===== src/rtl/vga_pkg.sv =====
// Shared VGA 640x480@60 Hz timing constants.
// Holds the default porch/sync/visible sizes, the derived line/frame totals
// and the sync window bounds, so the timing generator and the pixel
// generator agree on one visible-area definition. No ports.
package vga_pkg;

    localparam int unsigned DEF_H_DISPLAY = 640;
    localparam int unsigned DEF_H_FRONT   = 16;
    localparam int unsigned DEF_H_SYNC    = 96;
    localparam int unsigned DEF_H_BACK    = 48;

    localparam int unsigned DEF_V_DISPLAY = 480;
    localparam int unsigned DEF_V_FRONT   = 10;
    localparam int unsigned DEF_V_SYNC    = 2;
    localparam int unsigned DEF_V_BACK    = 33;

    localparam int unsigned DEF_CLK_DIV      = 4;
    localparam int unsigned DEF_SCREEN_WIDTH = 10;
    localparam int unsigned DEF_PIXEL_WIDTH  = 12;

    localparam int unsigned VGA_H_TOTAL =
        DEF_H_DISPLAY + DEF_H_FRONT + DEF_H_SYNC + DEF_H_BACK;
    localparam int unsigned VGA_V_TOTAL =
        DEF_V_DISPLAY + DEF_V_FRONT + DEF_V_SYNC + DEF_V_BACK;

    localparam int unsigned VGA_HSYNC_START = DEF_H_DISPLAY + DEF_H_FRONT;
    localparam int unsigned VGA_HSYNC_END   = VGA_HSYNC_START + DEF_H_SYNC;
    localparam int unsigned VGA_VSYNC_START = DEF_V_DISPLAY + DEF_V_FRONT;
    localparam int unsigned VGA_VSYNC_END   = VGA_VSYNC_START + DEF_V_SYNC;

    // Half-open window test [lo, hi), unsigned.
    function automatic logic in_window(input int unsigned value,
                                       input int unsigned lo,
                                       input int unsigned hi);
        return (value >= lo) && (value < hi);
    endfunction

endpackage


===== src/rtl/pixel_tick_div.sv =====
// Pixel-rate enable generator.
// Counts sys_clk cycles 0..CLK_DIV-1 and emits a registered one-cycle
// p_tick in the cycle after the counter reaches CLK_DIV-1.
// Ports:
//   clk     in   system clock
//   rst_n   in   asynchronous active-low reset
//   p_tick  out  one-clk pixel enable, every CLK_DIV cycles
module pixel_tick_div #(
    parameter int unsigned CLK_DIV = 4
) (
    input  logic clk,
    input  logic rst_n,
    output logic p_tick
);

    localparam int unsigned CW = (CLK_DIV > 1) ? $clog2(CLK_DIV) : 1;
    localparam logic [CW-1:0] DIV_LAST = CW'(CLK_DIV - 1);

    logic [CW-1:0] div_cnt;

    always_ff @(posedge clk or negedge rst_n) begin
        if (!rst_n) begin
            div_cnt <= '0;
            p_tick  <= 1'b0;
        end else begin
            p_tick <= (div_cnt == DIV_LAST);
            if (div_cnt == DIV_LAST) begin
                div_cnt <= '0;
            end else begin
                div_cnt <= div_cnt + 1'b1;
            end
        end
    end

endmodule


===== src/rtl/vga_timing_gen.sv =====
// VGA raster timing generator with aligned colour/sync output stage.
// Produces pixel coordinates, video_on and the pixel tick for the pixel
// generator, then registers its colour together with hsync/vsync on each
// pixel tick so the three reach the VGA port on the same edge.
// Ports:
//   sys_clk      in   system clock
//   sys_rst_n    in   asynchronous active-low reset
//   rgb_in       in   colour from pixel generator for current (x, y)
//   x, y         out  current horizontal / vertical count
//   video_on     out  (x, y) inside the visible area
//   p_tick       out  one-sys_clk pixel enable
//   frame_start  out  one-sys_clk pulse as the raster wraps to (0, 0)
//   hsync, vsync out  active-low syncs, registered
//   vga_rgb      out  registered colour, zero during blanking
module vga_timing_gen
    import vga_pkg::*;
#(
    parameter int unsigned H_DISPLAY    = DEF_H_DISPLAY,
    parameter int unsigned H_FRONT      = DEF_H_FRONT,
    parameter int unsigned H_SYNC       = DEF_H_SYNC,
    parameter int unsigned H_BACK       = DEF_H_BACK,
    parameter int unsigned V_DISPLAY    = DEF_V_DISPLAY,
    parameter int unsigned V_FRONT      = DEF_V_FRONT,
    parameter int unsigned V_SYNC       = DEF_V_SYNC,
    parameter int unsigned V_BACK       = DEF_V_BACK,
    parameter int unsigned CLK_DIV      = DEF_CLK_DIV,
    parameter int unsigned SCREEN_WIDTH = DEF_SCREEN_WIDTH,
    parameter int unsigned PIXEL_WIDTH  = DEF_PIXEL_WIDTH
) (
    input  logic                    sys_clk,
    input  logic                    sys_rst_n,
    input  logic [PIXEL_WIDTH-1:0]  rgb_in,
    output logic [SCREEN_WIDTH-1:0] x,
    output logic [SCREEN_WIDTH-1:0] y,
    output logic                    video_on,
    output logic                    p_tick,
    output logic                    frame_start,
    output logic                    hsync,
    output logic                    vsync,
    output logic [PIXEL_WIDTH-1:0]  vga_rgb
);

    localparam int unsigned H_TOTAL  = H_DISPLAY + H_FRONT + H_SYNC + H_BACK;
    localparam int unsigned V_TOTAL  = V_DISPLAY + V_FRONT + V_SYNC + V_BACK;
    localparam int unsigned HS_START = H_DISPLAY + H_FRONT;
    localparam int unsigned HS_END   = HS_START + H_SYNC;
    localparam int unsigned VS_START = V_DISPLAY + V_FRONT;
    localparam int unsigned VS_END   = VS_START + V_SYNC;

    localparam logic [SCREEN_WIDTH-1:0] H_LAST = SCREEN_WIDTH'(H_TOTAL - 1);
    localparam logic [SCREEN_WIDTH-1:0] V_LAST = SCREEN_WIDTH'(V_TOTAL - 1);

    logic [SCREEN_WIDTH-1:0] h_cnt;
    logic [SCREEN_WIDTH-1:0] v_cnt;
    logic                    h_last;
    logic                    v_last;
    logic                    hsync_act;
    logic                    vsync_act;

    pixel_tick_div #(
        .CLK_DIV (CLK_DIV)
    ) u_tick_div (
        .clk    (sys_clk),
        .rst_n  (sys_rst_n),
        .p_tick (p_tick)
    );

    always_comb begin
        h_last      = (h_cnt == H_LAST);
        v_last      = (v_cnt == V_LAST);
        video_on    = (32'(h_cnt) < H_DISPLAY) && (32'(v_cnt) < V_DISPLAY);
        hsync_act   = in_window(32'(h_cnt), HS_START, HS_END);
        vsync_act   = in_window(32'(v_cnt), VS_START, VS_END);
        // Combinational so it coincides with the tick on which both counters wrap.
        frame_start = p_tick && h_last && v_last;
    end

    always_ff @(posedge sys_clk or negedge sys_rst_n) begin
        if (!sys_rst_n) begin
            h_cnt <= '0;
            v_cnt <= '0;
        end else if (p_tick) begin
            if (h_last) begin
                h_cnt <= '0;
                if (v_last) begin
                    v_cnt <= '0;
                end else begin
                    v_cnt <= v_cnt + 1'b1;
                end
            end else begin
                h_cnt <= h_cnt + 1'b1;
            end
        end
    end

    // Colour and syncs are captured from the same counter state on the same
    // tick, so the port shows pixel (x, y) one pixel period after x/y do.
    always_ff @(posedge sys_clk or negedge sys_rst_n) begin
        if (!sys_rst_n) begin
            hsync   <= 1'b1;
            vsync   <= 1'b1;
            vga_rgb <= '0;
        end else if (p_tick) begin
            hsync   <= ~hsync_act;
            vsync   <= ~vsync_act;
            vga_rgb <= video_on ? rgb_in : '0;
        end
    end

    assign x = h_cnt;
    assign y = v_cnt;

endmodule


===== config.mk =====
export PLATFORM = sky130hd
export DESIGN_NAME = vga_timing_gen
export DESIGN_NICKNAME = d
export VERILOG_FILES = /design/src/rtl/vga_pkg.sv /design/src/rtl/pixel_tick_div.sv /design/src/rtl/vga_timing_gen.sv
export SDC_FILE = /design/constraint.sdc
export NUM_CORES = 1
export LEC_CHECK = 0
export ABC_AREA = 1
export CAP_MARGIN = 0
export CORE_MARGIN = 2
export CORE_UTILIZATION = 52
export DETAILED_ROUTE_END_ITERATION = 6
export PLACE_DENSITY = 0.85
export SETUP_SLACK_MARGIN = 0.2
export SLEW_MARGIN = 20
export SYNTH_ARGS = -nofsm -noshare
export SYNTH_HDL_FRONTEND = slang
export SYNTH_SLANG_ARGS = --single-unit
export TNS_END_PERCENT = 5

===== constraint.sdc =====
create_clock -name sys_clk -period 2.65 [get_ports sys_clk]
set_clock_uncertainty 0.2 [all_clocks]
set_input_delay 0.3975 -clock sys_clk [delete_from_list [all_inputs] [get_ports sys_clk]]
set_output_delay 0.3975 -clock sys_clk [all_outputs]
set_load 0.02 [all_outputs]

Word-level counts from Yosys, hierarchy flattened --
Index checks and enable logic that the tools add are counted.
Cells by class: add/sub/neg operators 3, multiply operators 0, div/mod/pow operators 0, $lt $le $gt $ge 6, eq/ne operators 3, shift-type cells 0, mux-type cells 4, bitwise operators 2, reduce and logical (&&, ||, !) cells 6
Operator list (count):
- $add A10 B1 Y10 const B | 2
- $eq A10 B10 Y1 const B | 2
- $lt A10 B10 Y1 const B | 2
- $lt A10 B9 Y1 const B | 2
- $mux W10 | 2
- $mux W12 | 1
- $ge A10 B10 Y1 const B | 1
- $ge A10 B9 Y1 const B | 1
- $logic_and A1 B1 Y1 | 5
- $add A2 B1 Y2 const B | 1
- $eq A2 B2 Y1 const B | 1
- $mux W2 | 1
- $not A1 Y1 | 2
- $reduce_and A2 Y1 | 1
Word-level totals: bits in registers 37, bits in latches 0, memory bits (writable) 0, bits in read-only memories 0, input bits 14, output and inout port bits 37, logic and storage cells 31, memories kept 0

Depth between registers and ports, before layout --
word-level depth 3, mapped depth 7, gate-level depth less buffers 7

Cells and area by module --
Synthesis repeated with hierarchy kept, for this count alone.
Second synthesis, totals: cell total of the unflattened synthesis 240, area, all modules 1914.3 um^2
By module, submodules not included:
- vga_timing_gen | instances 1, cells each 235, area each 1823.0 um^2, seq. area each 853.3 um^2
- pixel_tick_div | instances 1, cells each 5, area each 91.3 um^2, seq. area each 75.1 um^2

Least setup slack after synthesis --
Ideal clock, no wire load.
path type flip-flop to output port, start register h_cnt[1], in the netlist x[1], end output frame_start, arrival 1.335 ns, data required time 2.053 ns, setup slack 0.718 ns, cell stages (with the launch flop) 6, path buffers 0, path through dfrtp_1 -> ha_1 -> inv_1 -> nor3_1 -> nand4_1 -> nor2_1
On the way: word-level cells in the longest chain between the ends 3
Ends and longest elaborated chain:
- start: declaration | line vga_timing_gen.sv:53 | logic [SCREEN_WIDTH-1:0] h_cnt;
- start signal: assignment | line vga_timing_gen.sv:91 | h_cnt <= h_cnt + 1'b1;
- $eq A10 B10 Y1 | line vga_timing_gen.sv:69 | h_last = (h_cnt == H_LAST);
- $logic_and A1 B1 Y1 (2 in a row) | line vga_timing_gen.sv:75 | frame_start = p_tick && h_last && v_last;
- end: declaration | line vga_timing_gen.sv:37 | output logic frame_start,
Every way passes these cells.

Final worst setup path --
start register h_cnt[0], in the netlist x[0], end output frame_start
The elaborated chain is that of the path after synthesis.

==> flow_summary.rst <==
.. list-table::
   :header-rows: 1

   * - Metric
     - Value
   * - Result of the run
     - finished with violations
   * - Failing checks
     - negative hold slack
   * - Die width
     - 65.0 µm
   * - Routed WL
     - 4.09 mm
   * - Type of the tightest min-delay check
     - primary input to asynchronous set/reset pin
   * - Peak supply drop
     - 0.000332 V
   * - Chain of cells forming the critical path
     - ha_1 -> inv_1 -> nor3_1 -> nand4_1 -> nor2_1 -> dlygate4sd2_1
   * - Worst Path Max Fanout
     - 4
   * - Setup repair after global routing missed its margin
     - yes
   * - Mapped Avg Cell Area
     - 8.09 µm²
   * - Number of enable-type register cells in the synthesized netlist
     - 0
   * - Setup CP Type
     - flop to primary output
   * - Cts-stage hold buffer count
     - 0
   * - Maximum operating frequency
     - 417 MHz
   * - Antenna-violating nets left
     - 0
   * - Postcts setup bufs
     - 0
   * - Clock tree root buffer cell
     - sky130_fd_sc_hd__clkbuf_8
   * - Clock slew at reported path FFs
     - 70 ps
   * - Core outline area
     - 3610 µm²
   * - Post-route setup TNS
     - 0 ps
   * - Sequential group share of total power
     - 55.4%
   * - Worst setup EP type
     - primary output
   * - Area Growth Syn to Fin
     - 31.8%
   * - Data arrival time of the worst path
     - 1800 ps
   * - Final min period
     - 2400 ps
   * - Proportion of synthesized flip-flops having asynchronous set or reset
     - 100%
   * - Setup crit start kind
     - flop
   * - Vias
     - 1725
   * - Worst hold-check slack
     - -7.89 ps
   * - Final net count
     - 309
   * - Total leakage power
     - 1.15 nW
   * - First-pass DRT Iterations
     - 4
   * - Fraction of final layout cells with drive strength greater than 1
     - 9.28%
   * - Buffers added on ports
     - 50
   * - Largest net degree at the start of global routing
     - 38
   * - CP max stage delay
     - 420 ps
   * - Top Family by Delay on Critical Path
     - simple AND/OR/NAND/NOR gates
   * - Pins Over Slew Limit
     - 0
   * - Synth Cell Area
     - 1930 µm²
   * - Placed Cells incl. Taps
     - 331
   * - Area fraction of the dominant cell type after synthesis
     - 45.3%
   * - Most numerous cell in the Yosys netlist
     - sky130_fd_sc_hd__nand2_1
   * - Data required time at the worst endpoint
     - 2050 ps
   * - Number of global-route vias before repair
     - 1564
   * - Number of DRC markers after the initial detailed-route iteration
     - 147
   * - TritonCTS clock tree
     - yes
   * - Max cap viols
     - 0
   * - Number of hold-slack violations in the final timing report
     - 8
   * - Post-route clock period utilization
     - 90.4%
   * - Final HPWL DP
     - 2.95 mm
   * - Placer Congestion
     - 0.838
   * - Y dimension of the die
     - 65.0 µm
   * - Switching share of power
     - 21.4%
   * - Synthesized Nets
     - 258
   * - Total I/O pin count
     - 51
   * - Total congestion overflow after global routing
     - 0
   * - Slowest library cell on the worst path
     - sky130_fd_sc_hd__dfrtp_1
   * - Synth area leader
     - sky130_fd_sc_hd__dfrtp_1
   * - Synth top cells by count
     - sky130_fd_sc_hd__nand2_1 (66), sky130_fd_sc_hd__dfrtp_1 (35), sky130_fd_sc_hd__inv_1 (27)
   * - Effective utilization at floorplan
     - 53.6%
   * - Total Die Area
     - 4220 µm²
   * - CTS Buf Count
     - 5
   * - Worst slew margin
     - 46.8%
   * - DRC violations left
     - 0
   * - Part of the power in the clock network
     - 38.1%
   * - Number of buffers on the longest clock path
     - 2
   * - Initial antenna violation count
     - 0
   * - Wire length of the first global-routing pass
     - 7.06 mm
   * - Commonest register cell after synthesis
     - sky130_fd_sc_hd__dfrtp_1
   * - Sw power
     - 223 µW
   * - Total power divided by cell area
     - 410 nW/µm²
   * - Gate count after technology mapping
     - 239
   * - Later-pin clock latency in the skew report
     - 290 ps
   * - Total clock sinks
     - 37
   * - Number of filler cells placed in the layout
     - 297
   * - Internal power summed over all cells
     - 821 µW
   * - H-Tree Depth
     - 2
   * - Non-filler instance count after layout
     - 339
   * - Number of unique standard cell types used by synthesis
     - 29
   * - Number of standard-cell rows in the floorplan
     - 22
   * - Main area contributors after synthesis
     - sky130_fd_sc_hd__dfrtp_1 (45%), sky130_fd_sc_hd__nand2_1 (13%), sky130_fd_sc_hd__inv_1 (5.2%)
   * - Actual transition at the worst max-transition pin
     - 797 ps
   * - Vias per inst
     - 5.09
   * - Total global routing track utilization
     - 21.8%
   * - ANT cells
     - 0
   * - Final design utilization
     - 70.7%
   * - Yosys warning total
     - 0
   * - Combinational Power Share
     - 6.4%
   * - Final Setup Violations
     - 0
   * - WL per Instance
     - 12.1 µm
   * - Total of flip-flops plus latches after synthesis
     - 37
   * - Crit path buffers/inverters
     - 2
   * - Seq/Total Area, Yosys
     - 48.0%
   * - Resized cells post-CTS
     - 1
[placed cells by master (no fill, tap or decap), drive strengths merged, types with 2 or more instances in the layout]
cell type	count
o21ai	27
dfrtp	35
dfstp	2
nand4	6
clkbuf	8
ha	5
xnor2	2
nand3	15
inv	28
buf	2
clkdlybuf4s50	47
nand2	68
nor3b	2
nor3	8
nor2	28
xor2	2
[cells by family after synthesis]
| family | after synthesis | synth area share, % |
|---|---|---|
| xor gates and xnor gates | 4 | 1.81 |
| adders and majority gates | 5 | 3.23 |
| buffers and inverters | 35 | 7.83 |
| AOI/OAI and AO/OA | 29 | 8.99 |
| DFF | 37 | 48.0 |
| and+or+nand+nor | 129 | 30.1 |
[flip-flops by register name, indices dropped and copies added, names as in the netlist]
name / count
u_tick_div.div_cnt: 2
y: 10
hsync: 1
vga_rgb: 12
x: 10
u_tick_div.p_tick: 1
vsync: 1
[metal layers]
layer | up-vias | track usage (%) | share of wire, %
li1 | 866 | - | -
met1 | 806 | 27.9 | 45
met2 | 47 | 35.7 | 48
met3 | 6 | 5.73 | 6.2
met4 | 0 | 7.71 | 1.5
met5 | - | 0 | 0
[power by group through the flow]
stage | Sequential (mW) | Clock [mW] | Combinational (mW)
finish | 0.579 | 0.398 | 0.0672
CTS | 0.579 | 0.412 | 0.0687
detailed placement | 0.590 | 0 | 0.0684
floorplan | 0.601 | 0 | 0.00650
global route | 0.580 | 0.444 | 0.0734
global placement | 0.589 | 0 | 0.0681
[area by class of cell]
| class | instances | area, µm² | area share [%] |
|---|---|---|---|
| sequential | 37 | 928 | 36.4 |
| timing repair buffer | 51 | 504 | 19.8 |
| clock buffer | 8 | 90.1 | 3.53 |
| multi-input combinational | 167 | 862 | 33.8 |
| tap | 48 | 60.1 | 2.36 |
| inverter | 28 | 105 | 4.12 |
[path summary, 6_finish.rpt]
kind,startpoint,endpoint,slack [ps],cells after the start
max,x[0],frame_start,250,6
min,sys_rst_n,u_tick_div.div_cnt[1],-8,1
max reg2reg,x[0],y[1],930,7
min reg2reg,u_tick_div.div_cnt[0],u_tick_div.div_cnt[0],230,1
max in group asynchronous,sys_rst_n,x[4],1750,1
min in group sys_clk,u_tick_div.div_cnt[0],u_tick_div.div_cnt[0],230,1
[worst register-to-register path, delay by kind of cell, from the launching register on]
| kind | cells | cell delay (ps) |
|---|---|---|
| AND/OR/NAND/NOR | 5 | 750 |
| flip-flops | 1 | 420 |
| adder cells (fa/ha/maj) | 1 | 200 |
| buffers and inverters | 1 | 80 |
[metrics by stage]
| step | setup WS [ps] | power (mW) | cell area [µm²] |
|---|---|---|---|
| after floorplan | 718 | 0.608 | 1930 |
| after global placement | 354 | 0.657 | 2450 |
| after detailed placement | 330 | 0.658 | 2450 |
| after CTS | 53.1 | 1.06 | 2540 |
| after global routing | 116 | 1.10 | 2550 |
| final | 254 | 1.04 | 2550 |
No activity file was read; power rests on OpenSTA's default activity.
